<file path="src/rtl/bpu_pkg.sv">
// bpu_pkg: shared types, counter constants and saturating-counter helpers
// for the dynamic branch predictor.
//   CTR_WEAK_NT / CTR_WEAK_T / CTR_MAX : constants for the default 2-bit counter
//   ctr_weak_nt/ctr_weak_t/ctr_max()   : the same constants for any counter width
//   sat_step()                         : saturating +1 / -1, never wraps
//   bpu_entry_t                        : table entry {valid, tag, ctr, target}
//                                        at the default geometry
package bpu_pkg;

    // Widest counter the generic helpers handle.
    localparam int CTR_W_MAX = 8;

    localparam int DEF_BIT_WIDTH = 32;
    localparam int DEF_TAG_BITS  = 8;
    localparam int DEF_CTR_BITS  = 2;

    function automatic logic [CTR_W_MAX-1:0] ctr_weak_nt(input int bits);
        return CTR_W_MAX'((1 << (bits - 1)) - 1);
    endfunction

    function automatic logic [CTR_W_MAX-1:0] ctr_weak_t(input int bits);
        return CTR_W_MAX'(1 << (bits - 1));
    endfunction

    function automatic logic [CTR_W_MAX-1:0] ctr_max(input int bits);
        return CTR_W_MAX'((1 << bits) - 1);
    endfunction

    // Unsigned saturating step on a 'bits'-wide counter held in CTR_W_MAX bits.
    function automatic logic [CTR_W_MAX-1:0] sat_step(input logic [CTR_W_MAX-1:0] ctr,
                                                      input logic                 up,
                                                      input int                   bits);
        logic [CTR_W_MAX-1:0] top;
        top = ctr_max(bits);
        if (up)
            return (ctr == top) ? ctr : ctr + 1'b1;
        else
            return (ctr == '0) ? ctr : ctr - 1'b1;
    endfunction

    localparam logic [DEF_CTR_BITS-1:0] CTR_WEAK_NT = DEF_CTR_BITS'(ctr_weak_nt(DEF_CTR_BITS));
    localparam logic [DEF_CTR_BITS-1:0] CTR_WEAK_T  = DEF_CTR_BITS'(ctr_weak_t(DEF_CTR_BITS));
    localparam logic [DEF_CTR_BITS-1:0] CTR_MAX     = DEF_CTR_BITS'(ctr_max(DEF_CTR_BITS));

    typedef struct packed {
        logic                     valid;
        logic [DEF_TAG_BITS-1:0]  tag;
        logic [DEF_CTR_BITS-1:0]  ctr;
        logic [DEF_BIT_WIDTH-1:0] target;
    } bpu_entry_t;

endpackage

</file>
<file path="src/rtl/bpu_sat_ctr.sv">
// bpu_sat_ctr: next-state logic of one CTR_BITS-wide saturating counter.
//   ctr_cur  in   current counter value
//   up       in   1 = count toward taken, 0 = toward not-taken
//   ctr_nxt  out  saturated next value
module bpu_sat_ctr
    import bpu_pkg::*;
#(
    parameter int CTR_BITS = 2
) (
    input  logic [CTR_BITS-1:0] ctr_cur,
    input  logic                up,
    output logic [CTR_BITS-1:0] ctr_nxt
);

    assign ctr_nxt = CTR_BITS'(sat_step(CTR_W_MAX'(ctr_cur), up, CTR_BITS));

endmodule

</file>
<file path="src/rtl/branch_target_predictor.sv">
// branch_target_predictor: direct-mapped tagged direction/target predictor.
// Lookup is combinational on if_pc; training comes from branches resolved in
// EX; a mispredict raises a one-cycle registered flush with redirect_pc.
// Ports:
//   clk, rst                         clock, synchronous active-high reset
//   if_pc                            fetch PC to predict
//   pred_taken, pred_pc, pred_idx    prediction and table index used
//   upd_valid, upd_pc, upd_idx,      resolved branch: PC, fetch-time index,
//   upd_taken, upd_target,           actual direction/target, and what was
//   upd_pred_taken, upd_pred_pc      predicted for it at fetch
//   flush, redirect_pc               registered mispredict flush + correct PC
// Build option: define BPU_GSHARE_EN to XOR a global direction history into
// the lookup index (history is non-speculative, shifted on every upd_valid).
module branch_target_predictor
    import bpu_pkg::*;
#(
    parameter int BIT_WIDTH  = 32,
    parameter int INDEX_BITS = 6,
    parameter int TAG_BITS   = 8,
    parameter int CTR_BITS   = 2
) (
    input  logic                  clk,
    input  logic                  rst,
    input  logic [BIT_WIDTH-1:0]  if_pc,
    output logic                  pred_taken,
    output logic [BIT_WIDTH-1:0]  pred_pc,
    output logic [INDEX_BITS-1:0] pred_idx,
    input  logic                  upd_valid,
    input  logic [BIT_WIDTH-1:0]  upd_pc,
    input  logic [INDEX_BITS-1:0] upd_idx,
    input  logic                  upd_taken,
    input  logic [BIT_WIDTH-1:0]  upd_target,
    input  logic                  upd_pred_taken,
    input  logic [BIT_WIDTH-1:0]  upd_pred_pc,
    output logic                  flush,
    output logic [BIT_WIDTH-1:0]  redirect_pc
);

    localparam int ENTRIES = 1 << INDEX_BITS;
    localparam logic [CTR_BITS-1:0] CTR_INIT  = CTR_BITS'(ctr_weak_nt(CTR_BITS));
    localparam logic [CTR_BITS-1:0] CTR_ALLOC = CTR_BITS'(ctr_weak_t(CTR_BITS));

    // Table state, one packed row per field.
    logic [ENTRIES-1:0]                valid_q, valid_d;
    logic [ENTRIES-1:0][TAG_BITS-1:0]  tag_q, tag_d;
    logic [ENTRIES-1:0][CTR_BITS-1:0]  ctr_q, ctr_d;
    logic [ENTRIES-1:0][BIT_WIDTH-1:0] target_q, target_d;

    logic                 flush_q, flush_d;
    logic [BIT_WIDTH-1:0] redirect_q, redirect_d;

    // ---------------- lookup ----------------
    logic [INDEX_BITS-1:0] base_idx, lk_idx;
    logic [TAG_BITS-1:0]   lk_tag;
    logic                  lk_hit;

    assign base_idx = if_pc[INDEX_BITS+1:2];
    assign lk_tag   = if_pc[INDEX_BITS+TAG_BITS+1:INDEX_BITS+2];

`ifdef BPU_GSHARE_EN
    logic [INDEX_BITS-1:0] hist_q, hist_d;
    assign lk_idx = base_idx ^ hist_q;
    // Newest outcome enters at the LSB.
    assign hist_d = upd_valid ? ((hist_q << 1) | INDEX_BITS'(upd_taken)) : hist_q;
`else
    assign lk_idx = base_idx;
`endif

    assign lk_hit     = valid_q[lk_idx] && (tag_q[lk_idx] == lk_tag);
    assign pred_taken = lk_hit && ctr_q[lk_idx][CTR_BITS-1];
    assign pred_pc    = pred_taken ? target_q[lk_idx] : if_pc + BIT_WIDTH'(4);
    assign pred_idx   = lk_idx;

    // ---------------- update ----------------
    logic [TAG_BITS-1:0]  upd_tag;
    logic                 upd_hit;
    logic [CTR_BITS-1:0]  upd_ctr_nxt;
    logic [BIT_WIDTH-1:0] actual_npc;
    logic                 mispredict;

    assign upd_tag = upd_pc[INDEX_BITS+TAG_BITS+1:INDEX_BITS+2];
    assign upd_hit = valid_q[upd_idx] && (tag_q[upd_idx] == upd_tag);

    bpu_sat_ctr #(.CTR_BITS(CTR_BITS)) u_sat_ctr (
        .ctr_cur (ctr_q[upd_idx]),
        .up      (upd_taken),
        .ctr_nxt (upd_ctr_nxt)
    );

    // Comparing the whole next PC catches direction and target errors alike;
    // the fetch-time direction is implied by upd_pred_pc.
    assign actual_npc = upd_taken ? upd_target : upd_pc + BIT_WIDTH'(4);
    assign mispredict = upd_valid && (actual_npc != upd_pred_pc);

    logic unused_pred_taken;
    assign unused_pred_taken = upd_pred_taken;

    always_comb begin
        valid_d    = valid_q;
        tag_d      = tag_q;
        ctr_d      = ctr_q;
        target_d   = target_q;
        flush_d    = mispredict;
        redirect_d = mispredict ? actual_npc : redirect_q;
        if (upd_valid) begin
            if (upd_hit) begin
                ctr_d[upd_idx] = upd_ctr_nxt;
                if (upd_taken)
                    target_d[upd_idx] = upd_target;
            end else if (upd_taken) begin
                // Allocate weakly taken; a not-taken miss leaves the entry alone.
                valid_d[upd_idx]  = 1'b1;
                tag_d[upd_idx]    = upd_tag;
                ctr_d[upd_idx]    = CTR_ALLOC;
                target_d[upd_idx] = upd_target;
            end
        end
    end

    always_ff @(posedge clk) begin
        if (rst) begin
            valid_q    <= '0;
            for (int i = 0; i < ENTRIES; i++)
                ctr_q[i] <= CTR_INIT;
            flush_q    <= 1'b0;
            redirect_q <= '0;
`ifdef BPU_GSHARE_EN
            hist_q     <= '0;
`endif
        end else begin
            valid_q    <= valid_d;
            tag_q      <= tag_d;
            ctr_q      <= ctr_d;
            target_q   <= target_d;
            flush_q    <= flush_d;
            redirect_q <= redirect_d;
`ifdef BPU_GSHARE_EN
            hist_q     <= hist_d;
`endif
        end
    end

    assign flush       = flush_q;
    assign redirect_pc = redirect_q;

endmodule
</file>
<file path="config.mk">
export PLATFORM = sky130hd
export DESIGN_NAME = branch_target_predictor
export DESIGN_NICKNAME = d
export VERILOG_FILES = /design/src/rtl/bpu_pkg.sv /design/src/rtl/bpu_sat_ctr.sv /design/src/rtl/branch_target_predictor.sv
export SDC_FILE = /design/constraint.sdc
export NUM_CORES = 2
export LEC_CHECK = 0
export BUFFER_PORTS_ARGS = -buffer_cell sky130_fd_sc_hd__buf_4
export CAP_MARGIN = 15
export CORE_MARGIN = 2
export CORE_UTILIZATION = 29
export CTS_BUF_LIST = sky130_fd_sc_hd__clkbuf_8
export CTS_CLUSTER_DIAMETER = 40
export DETAILED_ROUTE_END_ITERATION = 12
export PLACE_DENSITY = 0.49
export SLEW_MARGIN = 10
export SYNTH_ARGS = -nofsm -noshare
export SYNTH_HDL_FRONTEND = slang
export SYNTH_HIERARCHICAL = 1
export SYNTH_SLANG_ARGS = --single-unit
</file>
<file path="constraint.sdc">
create_clock -name clk -period 8.9 [get_ports clk]
set_input_delay 0.89 -clock clk [delete_from_list [all_inputs] [get_ports clk]]
set_output_delay 0.89 -clock clk [all_outputs]
set_load 0.03 [all_outputs]
</file>
## After elaboration in Yosys (flattened, before gate mapping)

Cells that the tools add are included.

- Add/subtract/negate cells: 4
- Equality and inequality tests: 4
- Bitwise operators: 6
- Multiplexer cells: 32
- Reductions and logical operators: 11
- $lt $le $gt $ge: 3

Operator list:

| kind | number |
|---|---|
| $bwmux W2048 | 1 |
| $bwmux W512 | 1 |
| $mux W128 | 2 |
| $bmux W32 S6 | 1 |
| $demux W32 S6 | 1 |
| $bwmux W128 | 1 |
| $mux W32 | 4 |
| $or A64 B64 Y64 | 2 |
| $bmux W8 S6 | 2 |
| $add A32 B3 Y32 const B | 2 |
| $and A64 B64 Y64 | 1 |
| $not A64 Y64 | 1 |
| $demux W8 S6 | 1 |
| $ne A32 B32 Y1 | 1 |
| $bmux W2 S6 | 2 |
| $mux W8 | 3 |
| $eq A8 B8 Y1 | 2 |
| $lt A6 B7 Y1 const B | 2 |
| $bmux W1 S6 | 2 |
| $demux W2 S6 | 1 |
| $mux W2 | 6 |
| $demux W1 S6 | 1 |
| $ge A6 B1 Y1 const B | 1 |
| $reduce_and A3 Y1 | 2 |
| 10 further kinds | 17 |

- Output and inout port bits: 72
- Bits of input ports: 139
- Register bits after elaboration: 2785
- Word-level logic and storage cells: 255

## Logic depth before layout (Yosys ltp)

- Depth after elaboration: 8
- Mapped depth: 17
- Mapped depth without buffers: 12

## Hierarchy

Netlist, hierarchy kept.

By module, submodules not included:

| module | sequential area each (um^2) | instances | area an instance (um^2) | cells an instance |
|---|---|---|---|---|
| branch_target_predictor | 81378.0 | 1 | 115159.2 | 5921 |
| bpu_sat_ctr | 0.0 | 1 | 26.3 | 3 |

## Worst setup path after synthesis

No wires, ideal clock.

- Path type: input port to output port
- Start: input port if_pc[2]
- End: output port pred_pc[10]
- Path buffers: 6
- Setup slack: 3.787 ns
- Stages: 10
- Required time: 8.010 ns
- Arrival time: 4.223 ns
- Path through: buf_2 buf_6 buf_6 buf_6 clkbuf_1 buf_1 mux4_2 mux4_2 mux4_2 mux2_1

- Cells in the longest elaborated chain, start to end: 6
- Elaborated cells on any way between the ends: 13
- Classes of those cells: add/sub: 1; eq/ne: 1; mux: 9; reduce/logical: 2

Ends and longest elaborated chain:

| element | line | RTL |
|---|---|---|
| start, declared | branch_target_predictor.sv:24 | `input logic [BIT_WIDTH-1:0] if_pc,` |
| $bmux W8 S6 | branch_target_predictor.sv:69 | `assign lk_hit = valid_q[lk_idx] && (tag_q[lk_idx] == lk_tag);` |
| $mux W8 (not written as such) | branch_target_predictor.sv:69 |  |
| $eq A8 B8 Y1 | branch_target_predictor.sv:69 |  |
| $logic_and A1 B1 Y1 | branch_target_predictor.sv:69 |  |
| $logic_and A1 B1 Y1 | branch_target_predictor.sv:70 | `assign pred_taken = lk_hit && ctr_q[lk_idx][CTR_BITS-1];` |
| $mux W32 * | branch_target_predictor.sv:71 | `assign pred_pc = pred_taken ? target_q[lk_idx] : if_pc + BIT_WIDTH'(4);` |
| end, declared | branch_target_predictor.sv:26 | `output logic [BIT_WIDTH-1:0] pred_pc,` |

Mark *: on every way between the ends. The rest lies on a longest branch, timed or not. The select of a mux whose other input is x is not followed.

## Final worst setup path

- Start: input port if_pc[2]
- End: output port pred_pc[8]

Same word-level chain as after synthesis.

==> impl_metrics.ini <==
[outcome]
status = finished, final reports clean

[die]
die_x_um = 634
core_um2 = 396000
start_util_pct = 29.1
dieArea_um2 = 402000
rows = 231
die_h_um = 634
ioPinCount = 211

[setup_path]
end_kind = primary output
r2r_slack_ns = 3.74
cp_slowest_cell = a21oi_1
crit_chain = buf_8 -> buf_12 -> mux4_2 -> mux2_2 -> a21oi_1 -> o21ai_1 -> a211oi_2 -> xnor2_1 -> nor3_2 -> nand4_4 -> mux2_1 -> buf_4
startpoint_type = input pin
worstPathMaxFanout = 32
worst-endpoint-arrival_ns = 5.94
critPathMaxStageDelay_ns = 0.81
critical_path_class = input pin to primary output
worstPathRequired_ns = 8.01

[logic_synthesis]
netlist_instances = 5924
syn_nets = 6065
syn_area_per_cell_um2 = 19.4
yosys.area_share.adder_pct = 0.0413
synth_compound_area_share_pct = 4.81
synth_top_family_by_area = multiplexers
synthMuxAreaShare_pct = 18.8
synth_flop_cell = edfxtp_1
async_flop_share_pct = 0
ys_types = 85
yosys_register_bits = 2785
synth_xor_area_share_pct = 0.877
synthSimpleGateAreaFrac_pct = 2.63
yosys_warnings = 6
synth_edf_count = 2560
ys_seq_area_share_pct = 70.6
synth_area_um2 = 115000

[pwr]
p_int_w = 0.0208
p_seq_share_pct = 52.2
ir_drop_mv = 0.115
p_switching_w = 0.00670
leakagePower_nw = 41.2
pwr-share-comb_pct = 7.1
clockPowerShare_pct = 40.7
power_density_nw_per_um2 = 206
sw_frac_of_total_pct = 24.4

[clock_tree]
cts.clk_slew.worst_paths_ns = 0.06
clk_path_buf_depth = 4
clock_latency_ns = 1.11
cts_buffers = 467
post_cts_buffers = 0
root_buffer = clkbuf_8
htreeDepth = 5
clock-sinks = 2785
cts_tree = done

[grt]
overflow = 0
antenna_found_initial = 46
grtUsageTotal_pct = 18.7
grt_pass1_vias = 65700
grt_max_degree = 112
grt_pass1_wl_um = 527000

[sta]
tns_ns = 0
hold_viol_final = 0
drv_slew = 0
worst_slew_pin_slew_ns = 1.25
fin_crit_ns = 6.83
fmax_mhz = 146
skew_ns = 0.0988
rsz0062_at_grt = false
max-slew-margin-rel_pct = 16.5
period_share_pct = 76.7
setup_violations = 0

[drt]
firstDrtPassIters = 8
dr_total_vias = 64700
initialDrtViolationCount = 7220
final_antenna_net_count = 0
remaining_drc_errors = 0
avgRoutedWirePerCell_um = 31.7
vias_per_cell = 5.36
wl_um = 383000

[cells_and_area]
fillers = 37400
final_util_pct = 33.6
drive_gt1_share_pct = 31.4
area_growth_pct = 15.5
multi_input_area_um2 = 31900
seq_area_um2 = 81400
layout.nets = 6561

[worst_hold_path]
hold_class = input pin to flip-flop

[placed_design]
portBuffers = 209
dp_hpwl_um = 227000
place.gp.congestion = 0.865

[flow_run]
maxCapViolations = 0
==> Yosys cell counts (13+ instances only) <==
cell type,number,area (µm²)
a211oi_1,13,97.6
a21oi_1,121,606
a221oi_1,67,587
a22o_1,16,140
a22oi_1,101,758
a31oi_1,86,538
and3_1,14,87.6
buf_1,41,154
buf_2,127,636
buf_4,22,165
buf_6,18,203
clkbuf_1,215,807
dfxtp_1,225,4500
edfxtp_1,2560,76900
inv_1,141,529
mux2_1,31,349
mux2_2,68,766
mux2i_1,62,621
mux4_2,883,19900
nand2_1,159,597
nand3_1,82,410
nand4_1,20,125
nand4b_1,22,193
nor2_1,193,724
nor2b_1,13,81.3
nor3_1,22,110
nor4_1,14,87.6
o211ai_1,19,143
o21ai_0,42,210
o22a_1,65,569
o22ai_1,161,1010
o31ai_1,45,338
xnor2_1,68,596
xor2_1,42,368
==> registers in the layout (all words and copies together) (netlist names) <==
name and cells:
flush 1, target_q 2048, tag_q 512, valid_q 64
ctr_q 128, redirect_pc 32
==> logic make-up (layout without fill, tap and decap cells) <==
kind of cell,after synthesis,after routing
DFF,2785,2785
muxes,1046,1046
AOI/OAI and AO/OA,795,795
and+or+nand+nor,614,614
buffers and inverters,568,1448
xor gates and xnor gates,112,112
adders and majority gates,4,4
other,0,20
==> critical path, delay by kind of cell <==
kind,cells,cell delay [ns]
multiplexers,3,1.60
XOR/XNOR,1,0.11
AO/OA/AOI/OAI,3,1.21
buffers and inverters,3,0.90
AND/OR/NAND/NOR,2,0.95
==> final timing paths <==
check                                     end  cells past startpoint      startpoint
worst max-delay path               pred_pc[8]                     12        if_pc[2]
worst min-delay path            target_q[593]                      1  upd_target[17]
worst max register to register     tag_q[331]                     12      tag_q[159]
worst min register to register      ctr_q[86]                      1       ctr_q[86]
==> power by group through the flow <==
stage	Clock [W]	Sequential, W	Combinational (W)
after floorplan	0	0.0146	0.00101
after global placement	0	0.0146	0.00194
after detailed placement	0	0.0146	0.00195
after CTS	0.0114	0.0143	0.00196
after global routing	0.0120	0.0143	0.00203
final	0.0112	0.0143	0.00194
==> metrics by stage <==
stage / worst slack, ns / hold slack, ns / total power [W] / instances / instance area [µm²]
finish: 2.07 / 0.164 / 0.0275 / 12100 / 133000
global route: 1.92 / 0.0883 / 0.0283 / 12100 / 133000
CTS: 1.99 / 0.0453 / 0.0277 / 12000 / 133000
detailed placement: 1.99 / 0.452 / 0.0166 / 11200 / 124000
global placement: 1.97 / 0.444 / 0.0165 / 11200 / 124000
floorplan: 3.79 / 0.436 / 0.0156 / 5924 / 115000
==> metal layers <==
metal	up-vias	GRT usage, %	wire length (µm)
met3	534	2.92	26900
met1	35100	25.7	161000
met4	4	5.32	11000
met2	3046	30.5	184000
met5	-	0	29
li1	26000	-	-
==> layout make-up <==
class,count,share of cell area (%)
Sequential cell,2785,61.1
Multi-Input combinational cell,2571,24.0
Tap cell,5242,4.93
Clock buffer,475,4.91
Timing Repair Buffer,450,2.71
Clock inverter,378,1.89
Inverter,145,0.410
Antenna cell,20,0.0376
==> what timing repair did <==
action                    in CTS  in global routing
gates resized for setup        0                  0
hold endpoints to repair       3                  0
hold buffers                   1                  0
==> cells in the final DEF (no fill, tap or decap), types with 82 or more instances in the layout <==
cell type | netlist | final
nor2_1 | 193 | 124
nand3_1 | 82 | 82
dfxtp_1 | 225 | 225
a22oi_1 | 101 | 101
edfxtp_1 | 2560 | 2560
buf_4 | 22 | 427
inv_1 | 141 | 263
clkbuf_8 | 0 | 475
nand2_1 | 159 | 156
o22ai_1 | 161 | 161
a21oi_1 | 121 | 121
clkinv_1 | 0 | 110
a31oi_1 | 86 | 86
mux4_2 | 883 | 883
Power figures use the tool's default switching activity.
